**src/rtl/pipeline_wb_stage.sv**
```systemverilog
// MEM/WB pipeline register and write-back stage: load alignment/extension, write-back source select.
// Optional WB_RETIRE_CNT_EN adds a 64-bit retired-instruction counter on the retire_cnt port.
module pipeline_wb_stage #(
    parameter int XLEN   = 32,
    parameter int REG_AW = 5
) (
    input  logic              clk,
    input  logic              rst_n,
    input  logic              stall_i,
    input  logic              flush_i,
    input  logic              valid_in,
    input  logic [XLEN-1:0]   pc4_in,
    input  logic [XLEN-1:0]   alu_in,
    input  logic [XLEN-1:0]   dmem_in,
    input  logic [XLEN-1:0]   imm_in,
    input  logic [1:0]        memtoreg_in,
    input  logic              regwrite_in,
    input  logic [REG_AW-1:0] rd_in,
    input  logic [2:0]        funct3_in,
    output logic              rf_we,
    output logic [REG_AW-1:0] rf_wa,
    output logic [XLEN-1:0]   rf_wd,
    output logic              wb_valid
`ifdef WB_RETIRE_CNT_EN
    ,
    output logic [63:0]       retire_cnt
`endif
);

    localparam int OFFW = $clog2(XLEN / 8);
    localparam int SHW  = OFFW + 3;
    // Bit-shift masks that drop offset bits below halfword / word granularity.
    localparam logic [SHW-1:0] H_MASK = ~SHW'(8);
    localparam logic [SHW-1:0] W_MASK = ~SHW'(24);

    logic              valid_r;
    logic [XLEN-1:0]   pc4_r;
    logic [XLEN-1:0]   alu_r;
    logic [XLEN-1:0]   dmem_r;
    logic [XLEN-1:0]   imm_r;
    logic [1:0]        memtoreg_r;
    logic              regwrite_r;
    logic [REG_AW-1:0] rd_r;
    logic [2:0]        funct3_r;
    logic [XLEN-1:0]   load_s;
    logic [XLEN-1:0]   wd_s;

    function automatic logic [XLEN-1:0] load_extract(
        input logic [XLEN-1:0] word,
        input logic [OFFW-1:0] off,
        input logic [2:0]      f3
    );
        logic [SHW-1:0]  sh_b;
        logic [XLEN-1:0] by;
        logic [XLEN-1:0] hw;
        logic [XLEN-1:0] wd;
        logic [XLEN-1:0] res;
        sh_b = {off, 3'b000};
        by   = word >> sh_b;
        hw   = word >> (sh_b & H_MASK);
        wd   = word >> (sh_b & W_MASK);
        case (f3)
            3'b000:  res = XLEN'($signed(by[7:0]));
            3'b100:  res = XLEN'(by[7:0]);
            3'b001:  res = XLEN'($signed(hw[15:0]));
            3'b101:  res = XLEN'(hw[15:0]);
            3'b010:  res = XLEN'($signed(wd[31:0]));
            3'b110:  res = XLEN'(wd[31:0]);
            default: res = word;
        endcase
        return res;
    endfunction

    // MEM/WB capture: flush inserts a bubble, stall holds, otherwise latch all fields.
    always_ff @(posedge clk or negedge rst_n) begin
        if (!rst_n) begin
            valid_r    <= 1'b0;
            pc4_r      <= '0;
            alu_r      <= '0;
            dmem_r     <= '0;
            imm_r      <= '0;
            memtoreg_r <= 2'b00;
            regwrite_r <= 1'b0;
            rd_r       <= '0;
            funct3_r   <= 3'b000;
        end else if (flush_i) begin
            valid_r    <= 1'b0;
        end else if (!stall_i) begin
            valid_r    <= valid_in;
            pc4_r      <= pc4_in;
            alu_r      <= alu_in;
            dmem_r     <= dmem_in;
            imm_r      <= imm_in;
            memtoreg_r <= memtoreg_in;
            regwrite_r <= regwrite_in;
            rd_r       <= rd_in;
            funct3_r   <= funct3_in;
        end else begin
            valid_r    <= valid_r;
        end
    end

`ifdef WB_RETIRE_CNT_EN
    logic [63:0] retire_cnt_r;

    // Count each instruction once, at the edge it enters the WB register.
    always_ff @(posedge clk or negedge rst_n) begin
        if (!rst_n) begin
            retire_cnt_r <= 64'd0;
        end else if (!flush_i && !stall_i && valid_in) begin
            retire_cnt_r <= retire_cnt_r + 64'd1;
        end else begin
            retire_cnt_r <= retire_cnt_r;
        end
    end

    assign retire_cnt = retire_cnt_r;
`endif

    // Write-back source select; every memtoreg code maps to a defined source.
    always_comb begin
        load_s = load_extract(dmem_r, alu_r[OFFW-1:0], funct3_r);
        wd_s   = alu_r;
        case (memtoreg_r)
            2'b00:   wd_s = alu_r;
            2'b01:   wd_s = load_s;
            2'b10:   wd_s = pc4_r;
            2'b11:   wd_s = imm_r;
            default: wd_s = alu_r;
        endcase
    end

    assign rf_we    = valid_r & regwrite_r & (rd_r != '0);
    assign rf_wa    = rd_r;
    assign rf_wd    = wd_s;
    assign wb_valid = valid_r;

endmodule

```
**config.mk**
```make
export PLATFORM = sky130hd
export DESIGN_NAME = pipeline_wb_stage
export DESIGN_NICKNAME = d
export VERILOG_FILES = /design/src/rtl/pipeline_wb_stage.sv
export SDC_FILE = /design/constraint.sdc
export NUM_CORES = 1
export LEC_CHECK = 0
export ABC_AREA = 1
export ABC_CLOCK_PERIOD_IN_PS = 1700
export BUFFER_PORTS_ARGS = -buffer_cell sky130_fd_sc_hd__buf_2
export CAP_MARGIN = 20
export CELL_PAD_IN_SITES_DETAIL_PLACEMENT = 1
export CELL_PAD_IN_SITES_GLOBAL_PLACEMENT = 1
export CORE_UTILIZATION = 39
export DETAILED_ROUTE_END_ITERATION = 8
export HOLD_SLACK_MARGIN = 0.08
export PLACE_DENSITY = 0.91
export SLEW_MARGIN = 20
export SYNTH_ARGS = -nofsm -noshare
export SYNTH_HDL_FRONTEND = slang
export SYNTH_SLANG_ARGS = --single-unit
```
**constraint.sdc**
```tcl
create_clock -name clk -period 1.7 [get_ports clk]
set_input_delay 0.255 -clock clk [delete_from_list [all_inputs] [get_ports clk]]
set_output_delay 0.255 -clock clk [all_outputs]
set_load 0.01 [all_outputs]
```
==> flow_summary.yaml <==
clock_network:
  clock_sinks: 140
  clkTransAtPathRegs_ns: 0.06
  cts_root_buf: "clkbuf_16"
  cts.path.max_buffers: 2
  cts_tree: "built"
  htreeDepth: 4
  clk_latency_ns: 0.43
  cts_buffers: 17
floorplan:
  dieArea_um2: 18170
  die_h_um: 134.8
  core_area_um2: 17240
  initial_core_util_pct: 39.91
  die_x_um: 134.8
  io_pins: 183
  rows: 48
critical_path:
  cp-start-kind: "flop"
  path_class: "reg -> out"
  arrival_ns: 2.14
  critical-path-top-delay-family: "compound AO/OA/AOI/OAI gates"
  max_stage_delay_ns: 0.45
  crit_slowest_cell: "o211ai_1"
  end_kind: "primary output"
  path_cells: "buf_6 -> buf_6 -> o211ai_1 -> nand3_2 -> nand3b_1 -> buf_2"
  worst-path-max-fanout: 12
  cp_common_cell: "buf_6"
  required_ns: 1.44
  cp_num_buf_inv: 3
global_routing:
  globalRoute.totalOverflow: 0
  grt_usage_pct: 35.92
  grt_pass1_wl_um: 48560
  grt_max_degree: 81
  grt_antenna_before_repair: 1
  first_global_vias: 8533
routing:
  routedWlPerCell_um: 27.34
  drt_iter0_drc: 899
  vias_per_cell: 5.896
  dr.pass1.iters: 5
  vias: 8278
  drcViolationCount: 0
  drt_wl_total_um: 38390
  ant_nets: 0
yosys:
  synth_cell_types: 25
  yosysTopAreaCellShare_pct: 50.93
  synthArstFlopShare_pct: 100.0
  synth.cell_area_um2: 6879
  avgSynthCellArea_um2: 8.328
  synth-seq-cells: 140
  seq_area_frac_synth_pct: 50.93
  synth.most_common_cell: "nand2_1"
  synthTopCellsByCount: "nand2_1, dfrtp_1, inv_1, o21ai_0, o22ai_1"
  synth_edf_count: 0
  synth_top_area_cell: "dfrtp_1"
  yosysWarnings: 0
  synth_area_leaders: "dfrtp_1, nand2_1, o21ai_0"
  ys.flop_type: "dfrtp_1"
  synth_nets: 970
  syn_inst: 826
power:
  power.density_nw_per_um2: 1110
  power_mw: 12.19
  peakVddDrop_mv: 0.9384
  p_leak_nw: 5.372
timing:
  fmax_mhz: 418.1
  relSlewSlack_pct: 64.21
  layout_setup_ws_ns: -0.6917
  rsz0062_at_grt: "yes"
  finalCritPeriodShare_pct: 140.7
  tightestPinTransition_ns: 0.5312
  setup_viol: 33
  final_hold_viol_count: 0
  post-route-min-period_ns: 2.392
  skew_ns: 0
  final_max_slew_viol_count: 0
layout:
  syn2layout_area_growth_pct: 59.64
  layoutNonFillerInstCount: 1404
  fillCellCount: 1945
  final_nets: 1309
  drive_above_1_share_pct: 35.48
  final_area_um2: 10980
  final_util_pct: 63.71
place:
  dpl-instance-area_um2: 8237
  gp_congestion: 0.9226
  dp.cells: 1221
  pre_cts_slack_ns: -0.06718
  hpwl_um: 16510
  io_buffers: 182
outcome:
  status: "finished, violations left"
  violations: "negative setup slack"
job:
  drv_cap: 0
hold_path:
  hold_path_class: "in -> reg"
==> path summary, 6_finish.rpt <==
kind / start / cells past startpoint / slack, ns / endpoint
hold reg to reg: alu_r[4]$_DFFE_PN0P_ / 1 / 0.52 / alu_r[4]$_DFFE_PN0P_
hold / removal: alu_in[27] / 2 / 0.08 / alu_r[27]$_DFFE_PN0P_
setup / recovery: alu_r[1]$_DFFE_PN0P_ / 6 / -0.69 / rf_wd[5]
min in group asynchronous: rst_n / 2 / 0.30 / dmem_r[13]$_DFFE_PN0P_
setup reg to reg: wb_valid$_DFFE_PN0P_ / 3 / 0.38 / wb_valid$_DFFE_PN0P_
max in group asynchronous: rst_n / 3 / 0.79 / alu_r[31]$_DFFE_PN0P_
==> placed cells by master (no fill, tap or decap), drive strengths merged <==
cell type    instances
dfrtp              140
nor2                12
clkinv              11
nand2              223
nor3                 1
o21ai              111
mux2i                1
dlygate4sd3        124
inv                133
mux2                35
clkbuf              19
buf                240
diode                1
o211ai               3
nand3               45
bufinv               4
nand3b               9
o22ai               36
a21oi               31
==> state kept, by name, summed over array words and instances, names as in the netlist, 2 cells and up <==
signal,count
alu_r,32
dmem_r,32
funct3_r,3
imm_r,32
memtoreg_r,2
pc4_r,32
rf_wa,5
==> cell families after synthesis <==
| logic type | count (synthesis) | share of synthesized area (%) |
|---|---|---|
| AOI/OAI and AO/OA | 181 | 13.93 |
| DFF | 140 | 50.93 |
| muxes | 36 | 5.875 |
| buffers and inverters | 181 | 10.59 |
| and+or+nand+nor | 288 | 18.68 |
==> timing repair <==
item,in CTS,in global routing
resized for setup,70,78
hold buffers,124,0
setup buffers,11,9
gates cloned,5,3
setup endpoints to repair,32,34
hold endpoints to repair,155,0
pin swaps,17,31
==> report_power, final <==
group          switching, mW  internal, mW
clock                   1.70          2.46
sequential             0.328          3.78
combinational           2.34          1.58
total                   4.37          7.82
==> final cells by class <==
| class | instances | area [um2] | area share (%) |
|---|---|---|---|
| Sequential cell | 140 | 3506 | 31.92 |
| Multi-Input combinational cell | 507 | 3118 | 28.39 |
| Timing Repair Buffer | 366 | 2939 | 26.76 |
| Inverter | 133 | 511.7 | 4.660 |
| Clock buffer | 17 | 425.4 | 3.874 |
| Tap cell | 225 | 281.5 | 2.564 |
| Clock inverter | 15 | 197.7 | 1.800 |
| Antenna cell | 1 | 2.502 | 0.02279 |
==> through the flow <==
stage	hold slack, ns	setup TNS (ns)
floorplan	-0.04059	0
global route	0.08673	-17.83
finish	0.08330	-16.60
global placement	0.1905	0
detailed placement	0.1943	-0.2098
CTS	0.08276	-13.54
==> per-layer routing <==
metal	track usage, %	wire length (um)
met5	0	0
met4	19.23	2608
met3	7.508	2992
met2	62.46	19140
met1	41.45	13650
Power figures use the tool's default switching activity.
